### config.mk
export PLATFORM = sky130hd
export DESIGN_NAME = enemy_fleet
export DESIGN_NICKNAME = d
export VERILOG_FILES = /design/src/rtl/enemy_fleet.sv
export SDC_FILE = /design/constraint.sdc
export NUM_CORES = 1
export LEC_CHECK = 0
export ABC_CLOCK_PERIOD_IN_PS = 5600
export CAP_MARGIN = 25
export CORE_MARGIN = 1.5
export CORE_UTILIZATION = 39
export CTS_BUF_LIST = sky130_fd_sc_hd__clkbuf_8 sky130_fd_sc_hd__clkbuf_16
export DETAILED_ROUTE_END_ITERATION = 10
export DONT_BUFFER_PORTS = 1
export PLACE_DENSITY = 0.49
export RECOVER_POWER = 100
export SLEW_MARGIN = 20
export SYNTH_ARGS = -nofsm -noshare
export SYNTH_HDL_FRONTEND = slang
export SYNTH_SLANG_ARGS = --single-unit
### constraint.sdc
create_clock -name clk_i -period 5.6 [get_ports clk_i]
set_input_delay 1.12 -clock clk_i [delete_from_list [all_inputs] [get_ports clk_i]]
set_output_delay 1.12 -clock clk_i [all_outputs]
set_load 0.05 [all_outputs]
### src/rtl/enemy_fleet.sv
// Marching ROWS x COLS enemy block: alive mask, frame-paced movement,
// per-frame bullet scan (one ship per cycle) and a registered pixel stream.
module enemy_fleet #(
  parameter int          ROWS        = 3,
  parameter int          COLS        = 8,
  parameter int          SHIP_W      = 16,
  parameter int          SHIP_H      = 12,
  parameter int          PX_LG       = 5,
  parameter int          PY_LG       = 5,
  parameter int          START_LEFT  = 64,
  parameter int          START_TOP   = 40,
  parameter int          STEP_X      = 4,
  parameter int          STEP_Y      = 16,
  parameter int          MOVE_DIV    = 8,
  parameter int          LEFT_BOUND  = 8,
  parameter int          RIGHT_BOUND = 632,
  parameter int          LAND_Y      = 389,
  parameter logic [11:0] COLOR       = 12'hF0F,
  localparam int         N   = ROWS * COLS,
  localparam int         IW  = (N > 1) ? $clog2(N) : 1,
  localparam int         CW  = $clog2(N + 1)
) (
  input  logic          clk_i,
  input  logic          reset_i,
  input  logic          frame_i,
  input  logic          start_i,
  input  logic [9:0]    x_i,
  input  logic [9:0]    y_i,
  input  logic          bullet_valid_i,
  input  logic [9:0]    bullet_left_i,
  input  logic [9:0]    bullet_right_i,
  input  logic [9:0]    bullet_top_i,
  input  logic [9:0]    bullet_bot_i,
  output logic          pixel_o,
  output logic [3:0]    red_o,
  output logic [3:0]    green_o,
  output logic [3:0]    blue_o,
  output logic          hit_o,
  output logic [IW-1:0] hit_idx_o,
  output logic [CW-1:0] alive_count_o,
  output logic [9:0]    fleet_left_o,
  output logic [9:0]    fleet_top_o,
  output logic          landed_o,
  output logic          cleared_o,
  output logic          busy_o
);
  localparam int RW  = (ROWS > 1) ? $clog2(ROWS) : 1;
  localparam int CLW = (COLS > 1) ? $clog2(COLS) : 1;
  localparam int FW  = (MOVE_DIV > 1) ? $clog2(MOVE_DIV) : 1;

  typedef enum logic [2:0] {
    S_IDLE, S_WAIT, S_SCAN, S_MOVE, S_LANDED, S_CLEARED
  } state_t;

  state_t state_q, state_d;

  logic [N-1:0]   alive_q;
  logic [CW-1:0]  count_q;
  logic [9:0]     left_q, top_q;
  logic           dir_left_q;
  logic [FW-1:0]  fcnt_q;
  logic [IW-1:0]  idx_q;
  logic [RW-1:0]  row_q, max_row_q;
  logic [CLW-1:0] col_q, min_col_q, max_col_q;
  logic [9:0]     bl_q, br_q, bt_q, bb_q;
  logic           bv_q, hit_done_q;

  logic [9:0] s_left, s_top;
  logic       scan_hit, last;
  logic [9:0] live_left, live_right;
  logic [9:0] left_d, top_d;
  logic       dir_d, step, land;
  logic [9:0] dx, dy, pcol, prow;
  logic [IW-1:0] pix_idx;
  logic       in_box, pix_on;

  always_comb begin
    s_left   = left_q + (10'(col_q) << PX_LG);
    s_top    = top_q + (10'(row_q) << PY_LG);
    scan_hit = alive_q[idx_q] && bv_q && !hit_done_q
            && bl_q < s_left + 10'(SHIP_W) && br_q > s_left
            && bt_q < s_top + 10'(SHIP_H) && bb_q > s_top;
    last     = idx_q == IW'(N - 1);
  end

  // Bounds use the live extent, so dead edge columns let the block travel further.
  always_comb begin
    live_left  = left_q + (10'(min_col_q) << PX_LG);
    live_right = left_q + (10'(max_col_q) << PX_LG) + 10'(SHIP_W);
    step       = fcnt_q == FW'(MOVE_DIV - 1);
    left_d     = left_q;
    top_d      = top_q;
    dir_d      = dir_left_q;
    if (step) begin
      if (!dir_left_q) begin
        if (live_right + 10'(STEP_X) > 10'(RIGHT_BOUND)) begin
          top_d = top_q + 10'(STEP_Y);
          dir_d = 1'b1;
        end else begin
          left_d = left_q + 10'(STEP_X);
        end
      end else begin
        if (live_left < 10'(LEFT_BOUND + STEP_X)) begin
          top_d = top_q + 10'(STEP_Y);
          dir_d = 1'b0;
        end else begin
          left_d = left_q - 10'(STEP_X);
        end
      end
    end
    land = top_d + (10'(max_row_q) << PY_LG) + 10'(SHIP_H) >= 10'(LAND_Y);
  end

  always_comb begin
    dx      = x_i - left_q;
    dy      = y_i - top_q;
    pcol    = dx >> PX_LG;
    prow    = dy >> PY_LG;
    pix_idx = IW'(32'(prow) * COLS + 32'(pcol));
    in_box  = x_i >= left_q && y_i >= top_q
           && pcol < 10'(COLS) && prow < 10'(ROWS)
           && 11'(dx[PX_LG-1:0]) < 11'(SHIP_W)
           && 11'(dy[PY_LG-1:0]) < 11'(SHIP_H);
    pix_on  = in_box && alive_q[pix_idx];
  end

  always_comb begin
    state_d = state_q;
    unique case (state_q)
      S_IDLE:    if (start_i) state_d = S_WAIT;
      S_WAIT:    if (frame_i) state_d = S_SCAN;
      S_SCAN:    if (last) state_d = S_MOVE;
      S_MOVE: begin
        if (count_q == '0) state_d = S_CLEARED;
        else if (land)     state_d = S_LANDED;
        else               state_d = S_WAIT;
      end
      S_LANDED,
      S_CLEARED: if (start_i) state_d = S_WAIT;
      default:   state_d = S_IDLE;
    endcase
  end

  always_ff @(posedge clk_i) begin
    if (reset_i) state_q <= S_IDLE;
    else         state_q <= state_d;
  end

  always_ff @(posedge clk_i) begin
    if (reset_i) begin
      alive_q    <= '1;
      count_q    <= CW'(N);
      left_q     <= 10'(START_LEFT);
      top_q      <= 10'(START_TOP);
      dir_left_q <= 1'b0;
      fcnt_q     <= '0;
      idx_q      <= '0;
      row_q      <= '0;
      col_q      <= '0;
      min_col_q  <= '0;
      max_col_q  <= '0;
      max_row_q  <= '0;
      bl_q       <= '0;
      br_q       <= '0;
      bt_q       <= '0;
      bb_q       <= '0;
      bv_q       <= 1'b0;
      hit_done_q <= 1'b0;
      hit_o      <= 1'b0;
      hit_idx_o  <= '0;
      pixel_o    <= 1'b0;
    end else begin
      hit_o   <= 1'b0;
      pixel_o <= pix_on;
      if (state_q == S_WAIT && frame_i) begin
        bl_q       <= bullet_left_i;
        br_q       <= bullet_right_i;
        bt_q       <= bullet_top_i;
        bb_q       <= bullet_bot_i;
        bv_q       <= bullet_valid_i;
        idx_q      <= '0;
        row_q      <= '0;
        col_q      <= '0;
        hit_done_q <= 1'b0;
        min_col_q  <= CLW'(COLS - 1);
        max_col_q  <= '0;
        max_row_q  <= '0;
      end else if (state_q == S_SCAN) begin
        if (scan_hit) begin
          alive_q[idx_q] <= 1'b0;
          count_q        <= count_q - CW'(1);
          hit_o          <= 1'b1;
          hit_idx_o      <= idx_q;
          hit_done_q     <= 1'b1;
        end else if (alive_q[idx_q]) begin
          if (col_q < min_col_q) min_col_q <= col_q;
          if (col_q > max_col_q) max_col_q <= col_q;
          if (row_q > max_row_q) max_row_q <= row_q;
        end
        idx_q <= idx_q + IW'(1);
        if (col_q == CLW'(COLS - 1)) begin
          col_q <= '0;
          row_q <= row_q + RW'(1);
        end else begin
          col_q <= col_q + CLW'(1);
        end
      end else if (state_q == S_MOVE) begin
        fcnt_q     <= step ? '0 : fcnt_q + FW'(1);
        left_q     <= left_d;
        top_q      <= top_d;
        dir_left_q <= dir_d;
      end else if ((state_q == S_LANDED || state_q == S_CLEARED) && start_i) begin
        alive_q    <= '1;
        count_q    <= CW'(N);
        left_q     <= 10'(START_LEFT);
        top_q      <= 10'(START_TOP);
        dir_left_q <= 1'b0;
        fcnt_q     <= '0;
      end
    end
  end

  assign red_o         = pixel_o ? COLOR[11:8] : 4'h0;
  assign green_o       = pixel_o ? COLOR[7:4] : 4'h0;
  assign blue_o        = pixel_o ? COLOR[3:0] : 4'h0;
  assign alive_count_o = count_q;
  assign fleet_left_o  = left_q;
  assign fleet_top_o   = top_q;
  assign landed_o      = state_q == S_LANDED;
  assign cleared_o     = state_q == S_CLEARED;
  assign busy_o        = state_q == S_SCAN || state_q == S_MOVE;

endmodule

-- After elaboration in Yosys (flattened, before gate mapping)
Index checks and enable logic that the tools add are counted.
Widths: inputs -> output; s select.
- equality and inequality tests: 17
- muxes and demuxes: 49
- reduce and logical (&&, ||, !) cells: 39
- shift operators: 0
- multipliers: 0
- $lt $le $gt $ge: 19
- bitwise operators: 5
- div/mod/pow operators: 0
- add/subtract/negate cells: 21
- operators by type and width (kind ; count):
    $mux 10 ; 12
    $mux 24 ; 4
    $mux 3 ; 14
    $add 10x5->10 const B ; 3
    $add 10x8->10 ; 3
    $and 24x24->24 ; 1
    $not 24->24 ; 1
    $add 10x3->10 const B ; 2
    $add 10x4->10 const B ; 2
    $add 10x7->10 ; 2
    $ge 10x10->1 ; 2
    $gt 10x10->1 ; 2
    $lt 10x10->1 ; 2
    $mux 5 ; 4
    $reduce_and 4->1 ; 5
    $sub 10x10->10 ; 2
    $logic_and 1x1->1 ; 15
    $eq 3x3->1 const B ; 4
    $lt 5x6->1 const B ; 2
    $pmux 3 s4 ; 1
    $bmux 1 s5 ; 2
    $ge 10x9->1 const B ; 1
    $gt 10x10->1 const B ; 1
    $lt 10x4->1 const B ; 1
    33 further kinds ; 62
- memory bits (writable): 0
- register bits after elaboration: 123
- latch bits: 0
- memory bits (read-only): 0
- logic and storage cells: 172
- memories kept: 0

-- Depth between registers and ports, before layout
- word-level depth: 13
- depth in mapped cells: 21
- gate-level depth less buffers: 20

-- Worst setup path after synthesis
OpenSTA, ideal clock, no wires.
- path type: register to register
- start point: register left_q[6], in the netlist fleet_left_o[6]
- end point: register alive_q[16]
- arrival time: 4.206 ns
- buffers on the path: 1
- path slack: 1.253 ns
- stages on the path, launching flop included: 16
- cells stage by stage: dfxtp_1 ha_1 a21o_1 a21oi_1 xnor2_1 inv_1 or3_1 xnor2_1 ha_1 or4b_1 a221oi_1 nand4_1 a2111o_1 nor3_4 buf_2 a31oi_1
- word-level cells in the longest chain between the ends: 9
- elaborated cells between the ends (all ways): 10
- those cells by class: 2 x add/sub; 2 x order compare; 1 x eq/ne; 5 x reduce/logical
- RTL lines (element ; line ; source):
    from (decl) ; 59 ; logic [9:0] left_q, top_q;
    from (signal assigned) ; 153 ; left_q <= 10'(START_LEFT);
    from (signal assigned) ; 209 ; left_q <= left_d;
    from (signal assigned) ; 215 ; left_q <= 10'(START_LEFT);
    $add 10x8->10 * ; 78 ; s_left = left_q + (10'(col_q) << PX_LG);
    $add 10x5->10 ; 81 ; && bl_q < s_left + 10'(SHIP_W) && br_q > s_left
    $lt 10x10->1 ; 81 ;
    $logic_and 1x1->1 ; 81 ;
    $logic_and 1x1->1 * ; 81 ;
    $logic_and 1x1->1 * (2 in series) ; 82 ; && bt_q < s_top + 10'(SHIP_H) && bb_q > s_top;
    $ne 2x2->1 (no line) * ; n/a ;
    $reduce_and 4->1 (no line) * ; n/a ;
    to (signal assigned) ; 151 ; alive_q <= '1;
    to (signal, indexed assignment) ; 190 ; alive_q[idx_q] <= 1'b0;
    to (signal assigned) ; 213 ; alive_q <= '1;
    to (decl) ; 57 ; logic [N-1:0] alive_q;
Mark *: on every way between the ends. The rest lies on a longest branch, timed or not.
A chain may end at the register's enable or synchronous reset.

-- Worst setup path after layout
- start point: register left_q[3], in the netlist fleet_left_o[3]
- end point: register state_q[0]
- word-level cells in the longest chain between the ends: 13
- elaborated cells between the ends (all ways): 16
- those cells by class: 6 x add/sub; 3 x order compare; 7 x mux
- RTL lines (element ; line ; source):
    $add 10x8->10 ; 89 ; live_right = left_q + (10'(max_col_q) << PX_LG) + 10'(SHIP_W);
    $add 10x5->10 ; 89 ;
    $add 10x3->10 ; 96 ; if (live_right + 10'(STEP_X) > 10'(RIGHT_BOUND)) begin
    $gt 10x10->1 ; 96 ;
    $mux 10 ; 96 ;
    $mux 10 * ; 95 ; if (!dir_left_q) begin
    $mux 10 * ; 94 ; if (step) begin
    $add 10x7->10 * ; 111 ; land = top_d + (10'(max_row_q) << PY_LG) + 10'(SHIP_H) >= 10'(LAND_Y);
    $add 10x4->10 * ; 111 ;
    $ge 10x9->1 * ; 111 ;
    $mux 3 * ; 135 ; else if (land) state_d = S_LANDED;
    $mux 3 * ; 134 ; if (count_q == '0) state_d = S_CLEARED;
    $pmux 3 s4 * ; 129 ; unique case (state_q)
    to (signal assigned) ; 146 ; else state_q <= state_d;
    to (decl) ; 55 ; state_t state_q, state_d;
Marked as above.

==> reports/qor.yml <==
detailed_routing:
  drt_iter0_markers: 441
  dr_total_vias: 6503
  wl_per_cell_microns: 17.4
  drt_pre_antenna_iters: 5
  ant_nets: 0
  wl_mm: 21.0
  drc: 0
  via_per_inst: 5.41
worst_setup_path:
  required_ns: 5.96
  critPathMaxFanout: 11
  cp-end-kind: "flop"
  critical_path_class: "reg2reg"
  worstPathArrival_ns: 5.22
  cp-start-kind: "flop"
cts:
  cts-buffers-inserted: 17
  clockRootBuffer: "clkbuf_16"
  clkTransAtPathRegs_ns: 0.06
  clock_latency_ns: 0.42
  cts_resized: 0
  cts_sinks: 114
  hold_buffers: 0
  tritoncts: "yes"
  post_cts_buffers: 0
  clock_tree.buffer_depth: 2
  cts_htree_levels: 4
layout:
  nNetsFinal: 1084
  layout-drive-gt1-share: 0.0778
  diodes: 0
  postLayoutCoreUtil: 0.436
  mostFrequentLayoutCells: "nand2_1 (124), dfxtp_1 (114), ha_1 (90), a21oi_1 (85), nor2_1 (76)"
  nFillCells: 2018
  mostFrequentLayoutCell: "nand2_1"
  syn2layout_area_growth_pct: 9.06
timing:
  max_freq_mhz: 206
  tightest_slew_ns: 1.92
  fin_skew_ns: 0.0146
  finalHoldViolCount: 0
  slew_violations: 43
  rsz0062_at_grt: "no"
  period_share: 0.867
  setup_violations: 0
  relSlewSlack: -0.280
  layout_min_cycle_time_ns: 4.86
  tns_ns: 0
power:
  peakVddDrop_mv: 0.200
  power_density_nw_per_um2: 272
  p_leak_nw: 3.29
placed_design:
  io_buffers: 0
  gp_congestion: 0.829
  dpl.hpwl_mm: 15.4
run_status:
  outcome: "finished with violations"
  violations: "capacitance limit, slew limit"
yosys:
  yosysSeqAreaShare: 0.292
  synth-async-reset-ratio: 0
  yosys_warnings: 0
  yosys_most_used_dff: "dfxtp_1"
  synth-seq-cells: 114
  syn_area_sq_um: 7830
  synthCells: 942
  avgSynthCellArea_sq_um: 8.31
  synth_cell_types: 86
  synth_edf_count: 0
grt:
  grt_pass1_vias: 6251
  gr-total-overflow: 0
  grt_pass1_wl_mm: 33.5
  grt.total_usage: 0.210
  grt_start_max_net_pins: 76
  antenna_found_initial: 0
floorplan:
  num_rows: 51
  io_pins: 112
  die_w_microns: 145
  dieArea_sq_um: 20900
  coreArea_sq_um: 19600
  start_util: 0.400
  die_h_microns: 145
flow_run:
  max_cap_violations: 2
hold_path:
  hold_class: "reg2reg"
## routing by layer
layer  track usage  routed length [microns]
met1         0.285                    10000
met5             0                        0
met2         0.337                     9700
met4        0.0601                      250
met3        0.0461                      978
## area by class of cell
| cell class | count | area (sq um) | share of cell area |
|---|---|---|---|
| Clock buffer | 19 | 464 | 0.0544 |
| Clock inverter | 13 | 145 | 0.0170 |
| Inverter | 49 | 184 | 0.0215 |
| Multi-Input combinational cell | 723 | 5040 | 0.590 |
| Sequential cell | 114 | 2280 | 0.267 |
| Tap cell | 265 | 332 | 0.0388 |
| Timing Repair Buffer | 20 | 91.3 | 0.0107 |
## stage by stage
step / area (sq um) / total power, mW / hold WS [ns] / worst slack, ns / instances
2_1_floorplan: 7860 / 1.15 / 0.429 / 1.25 / 950
3_3_place_gp: 8000 / 1.21 / 0.439 / 0.990 / 1170
3_5_place_dp: 8010 / 1.21 / 0.443 / 0.956 / 1171
4_1_cts: 8620 / 2.36 / 0.452 / 0.927 / 1203
5_1_grt: 8540 / 2.43 / 0.474 / 0.390 / 1203
6_report: 8540 / 2.32 / 0.451 / 0.743 / 1203
## registers in the layout (all words and copies together) (netlist names), 3 cells and up
signal,cells
br_q,10
bl_q,8
min_col_q,3
max_col_q,3
col_q,3
fcnt_q,3
fleet_left_o,8
bb_q,10
idx_q,5
hit_idx_o,5
alive_q,24
state_q,3
fleet_top_o,7
alive_count_o,5
bt_q,8
## logic make-up after synthesis
family | count (synthesis) | synth area share
other | 1 | 0.000479
multiplexers | 23 | 0.0473
buffers and inverters | 113 | 0.0665
AO/OA/AOI/OAI | 232 | 0.197
flip-flops | 114 | 0.292
AND/OR/NAND/NOR | 329 | 0.202
adder cells (fa/ha/maj) | 94 | 0.154
XOR/XNOR | 36 | 0.0412
## synthesized netlist by cell type, types with 3 or more instances
library cell  count  area (sq um)
nor2_1           76           285
or2_2             3          18.8
a21o_1           11          82.6
a311oi_1          4          35.0
fa_1              4          80.1
o21ai_1           5          25.0
clkbuf_1         35           131
a32oi_1           3          26.3
ha_1             90          1130
nand3_1          27           135
o21a_1           14           105
or4_1             5          37.5
a211oi_1          3          22.5
a31oi_1          24           150
nand4_1           7          43.8
buf_4            22           165
a21oi_1          84           420
xor2_1            9          78.8
mux2i_1          10           100
nand2_1         124           465
nor2b_1          11          68.8
buf_2             5          25.0
nor3_1           22           110
nand2b_1         11          68.8
mux4_2           11           248
dfxtp_1         114          2280
inv_1            47           176
a221oi_1          3          26.3
o31ai_1           3          22.5
xnor2_1          26           228
o21ai_0          26           130
or3_1             8          50.1
nor3b_1           6          45.0
o21bai_1          3          22.5
nand3b_1          5          37.5
o2111ai_1         4          35.0
and2_1            5          31.3
a41oi_1           7          61.3
a22oi_1           9          67.6
## power breakdown
part	internal, mW	switching, mW	total (mW)	leakage, nW
clock	0.698	0.436	1.13	0.292
combinational	0.111	0.189	0.300	2.07
sequential	0.849	0.0380	0.887	0.923
total	1.66	0.663	2.32	3.29
## critical path, stage by stage (launching register included)
cell and delay (ns):
dfxtp_1 0.36, clkbuf_1 0.73, a21oi_1 0.23, nor3_1 0.39, a2111oi_4 0.10, o21ai_2 0.33, and3_4 0.32, nand2_1 0.08
xnor2_1 0.14, ha_1 0.41, nand3_1 0.17, a21oi_1 0.36, nor2_1 0.06, and4_2 0.27, a311oi_1 0.23, nand3_1 0.11
a31oi_1 0.29, a311o_1 0.21
## path summary, 6_finish.rpt
kind                            cells after the start    endpoint             from  slack, ns
worst max-delay path                               17  state_q[0]  fleet_left_o[3]       0.74
worst min register to register                      2     br_q[0]          br_q[0]       0.45
worst min-delay path                                2     br_q[0]          br_q[0]       0.45
worst max register to register                     17  state_q[0]  fleet_left_o[3]       0.74
No activity file was read; power rests on OpenSTA's default activity.
==> edit 1: new RTL, same flow settings <==
Encoding of `state_t`: now Gray code (3 bits for 6 states).
--- a/src/rtl/enemy_fleet.sv
+++ b/src/rtl/enemy_fleet.sv
@@ -49,7 +49,7 @@
   localparam int FW  = (MOVE_DIV > 1) ? $clog2(MOVE_DIV) : 1;
 
   typedef enum logic [2:0] {
-    S_IDLE, S_WAIT, S_SCAN, S_MOVE, S_LANDED, S_CLEARED
+    S_IDLE = 3'b000, S_WAIT = 3'b001, S_SCAN = 3'b011, S_MOVE = 3'b010, S_LANDED = 3'b110, S_CLEARED = 3'b111
   } state_t;
 
   state_t state_q, state_d;
Check against the original RTL: no difference found for any inputs over 4 cycles, from zero or initial values and one cycle with reset_i high; so few cycles prove little.
==> edit 1 against the unedited design <==
- the run still ends with max-capacitance violations, max-slew violations left
- non-clock buffer count shrank 3
- sequential cell count is the same
- design area shrank 3.9%
- cell count shrank 5.0%
- wire length shrank 4.6%
- setup slack lost 260 ps
- power shrank 12%
- synthesized area shrank 3.4%
- first-iteration DRC count shrank 15%
- critical path type unchanged
- critical endpoint is now state_q[1]$_SDFFE_PP0P_
- highest routed layer unchanged
==> edit 1: results (changes against the unedited design) <==
* Run status: complete, but fails checks
* Max_slew headroom at -40.8% (-13 points)
* Reg-to-Reg End: state_q[1]$_SDFFE_PP0P_
* DP Area at 0.00776 mm2 (-3.1%)
* Placed instance count at 1111 (-5.1%)
* Final Wtd Congestion at 0.835 (+0.74%)
* Pwr/cell area at 248 mW/mm2 (-8.7%)
* Lkg Pwr at 3.21 nW (-2.4%)
* Sw Ratio at 26.4% (-2.2 points)
* Fill count at 1852 (-8.2%)
* Critical path arrival at 5460 ps (+240 ps)
* M2 GR Usage at 34.9% (+1.2 points)
* Worst setup path start: fleet_left_o[7]$_SDFFE_PP0P_
* DP HPWL at 15000 um (-2.4%)
* Multi-input logic area at 0.00478 mm2 (-5.0%)
* MaxCap Viol Count at 2 (unchanged)
* Routed wire length at 20000 um (-4.6%)
* Final Slew Violations at 42 (-2.3%)
* Logic inverters at 48 (-2.0%)
* Post-Place Setup Slack at 758 ps (-198 ps)
* Non-clk buf share at 1.02% (-0.048 points)
* Rows at 50 (-2.0%)
* Violated checks: max-capacitance violations, max-slew violations
* Vias in the first global route at 6124 (-2.0%)
* Hold_ws at 461 ps (+9.70 ps)
* First-pass GRT wire length at 31800 um (-5.1%)
* R2R Setup Slk at 480 ps (-260 ps)
* Fmax at 195 MHz (-5.1%)
* Total combinational power at 0.174 mW (-42%)
* HP Start: bt_q[4]$_SDFFE_PP0P_
edit 1: cell count changes after synthesis, sizes merged, moves of 5 or more:
cell	delta
and3	+5
xnor2	+5
nor3	-7
o22a	+25
nand3	-11
a31oi	-16
nor2b	-5
nand2	-5
a21oi	-10
a41oi	-7
o211ai	+6
o21ai	-9
edit 1: worst register-to-register path: stages (launching register included):
cell and delay [ps]:
dfxtp_1 360, clkbuf_1 690, ha_1 400, xnor2_1 140, or4_1 500, a211o_1 330, o21ai_1 310, clkbuf_1 270
nand2_1 100, xnor2_1 220, ha_1 320, a21oi_1 320, xnor2_1 180, and3_1 180, o21ai_0 100, a221oi_2 260
nor2_1 130, a311oi_2 240
edit 1: kinds of logic after synthesis:
logic type	share of synthesized area (%)
simple gates	18.7
compound gates	18.3
flops	30.2
buf+inv	6.23
fa+ha+maj	15.8
xor+xnor	4.98
mux	5.73
other cells	0.0496
==> edit 2: new RTL, config.mk and constraints unchanged <==
Made on the original files. `COLS`: 8 -> 4.
--- a/src/rtl/enemy_fleet.sv
+++ b/src/rtl/enemy_fleet.sv
@@ -2,7 +2,7 @@
 // per-frame bullet scan (one ship per cycle) and a registered pixel stream.
 module enemy_fleet #(
   parameter int          ROWS        = 3,
-  parameter int          COLS        = 8,
+  parameter int          COLS        = 4,
   parameter int          SHIP_W      = 16,
   parameter int          SHIP_H      = 12,
   parameter int          PX_LG       = 5,
Ports: changed (resized alive_count_o and hit_idx_o); port bits go from 112 to 110. No check against the original RTL was run, so the function may have changed too.
==> edit 2 against the unedited design <==
- design area fell by 17%
- sequential cell count decreased by 18
- critical endpoint is now state_q[2]$_SDFFE_PP0P_
- power decreased by 34%
- the run still ends with max-capacitance violations, max-slew violations left
- wire length down 18%
- synthesized area down 15%
- setup slack got worse by 13 ps
==> edit 2: results (changes against the unedited design) <==
* Post-synthesis sequential area ratio at 28.9% (-0.23 points)
* Critical path arrival at 5090 ps (-130 ps)
* Worst vdd ir at 161 uV (-20%)
* Run status: complete, but fails checks
* Detailed router's first-iteration violation count at 323 (-27%)
* Htree depth at 3 (-1)
* Via density at 5.28 (-2.3%)
* Biggest regs: alive_q x12, bb_q x10, br_q x10
* Post-Place Setup Slack at 972 ps (+16.4 ps)
* Violated checks: max-capacitance violations, max-slew violations
* GR Util met1 at 27.5% (-0.92 points)
* Max_slew headroom at -40.6% (-13 points)
* First-pass GRT wire length at 28200 um (-16%)
* Final nets at 959 (-12%)
* Vias at 5447 (-16%)
* Global Route met3 Usage at 2.89% (-1.7 points)
* Final Wtd Congestion at 0.863 (+4.1%)
* Syn Area/Cell at 8.08 um2 (-2.7%)
* M2 GR Usage at 32.1% (-1.6 points)
* MaxCap Viol Count at 2 (unchanged)
* Met2 wire length at 7690 um (-21%)
* Sw Ratio at 25.6% (-3.0 points)
* Synth top cells by count: nand2_1, dfxtp_1, a21oi_1, ha_1, nor2_1
* Lkg Pwr at 2.75 nW (-17%)
* Detailed Routing Iterations Pass 1 at 4 (-1)
* Worst skew pair latency at 340 ps (-80 ps)
* GRT Util Overall at 20.1% (-0.92 points)
* CP Max Fanout at 12 (+1)
* Final Slew Violations at 41 (-4.7%)
* Layout cells sized above 1 at 4.93% (-2.9 points)
* DP HPWL at 13500 um (-12%)
* Area contributors post-synth: dfxtp_1, ha_1, nand2_1
* Routed wire length at 17200 um (-18%)
* DP Area at 0.00680 mm2 (-15%)
* Worst path max stage delay at 880 ps (+150 ps)
* Placed instance count at 1014 (-13%)
* WL met1 at 8470 um (-16%)
[edit 2: cell count changes after synthesis, sizes merged, moves of 5 or more]
cell / delta
clkbuf: -8
xnor2: +6
buf: -6
nor2b: -6
a22oi: -5
dfxtp: -18
o21a: -7
mux4: -5
nor2: -10
nand3: -10
a31oi: -23
nor3: +5
ha: -6
[edit 2: area by class of cell]
type,count,area (um2)
fill,1704,9570
clock inverter,7,92.6
sequential,96,1920
tap,220,275
clock buffer,9,225
multi-input combinational,637,4300
timing repair buffer,15,76.3
inverter,47,176
[edit 2: worst paths after layout]
kind	from	end	slack, ps	cells after the start
setup reg to reg	fleet_left_o[4]$_SDFFE_PP0P_	state_q[2]$_SDFFE_PP0P_	730	17
hold / removal	bb_q[2]$_SDFFE_PP0P_	bb_q[2]$_SDFFE_PP0P_	450	2
setup / recovery	fleet_left_o[4]$_SDFFE_PP0P_	state_q[2]$_SDFFE_PP0P_	730	17
hold reg to reg	bb_q[2]$_SDFFE_PP0P_	bb_q[2]$_SDFFE_PP0P_	450	2
[edit 2: cells by family after synthesis]
| family | Yosys count | synth area share, % |
|---|---|---|
| and+or+nand+nor | 292 | 20.0 |
| AOI/OAI and AO/OA | 181 | 16.9 |
| buffers and inverters | 97 | 6.65 |
| DFF | 96 | 28.9 |
| adders and majority gates | 88 | 17.0 |
| xor gates and xnor gates | 45 | 5.93 |
| muxes | 22 | 4.48 |
| other | 1 | 0.0564 |
[edit 2: power by group through the flow]
stage | Sequential [mW] | Combinational [mW] | Clock (mW)
5_1_grt | 0.716 | 0.175 | 0.726
3_3_place_gp | 0.729 | 0.152 | 0
4_1_cts | 0.713 | 0.156 | 0.699
3_5_place_dp | 0.729 | 0.155 | 0
6_report | 0.714 | 0.153 | 0.673
2_1_floorplan | 0.722 | 0.136 | 0
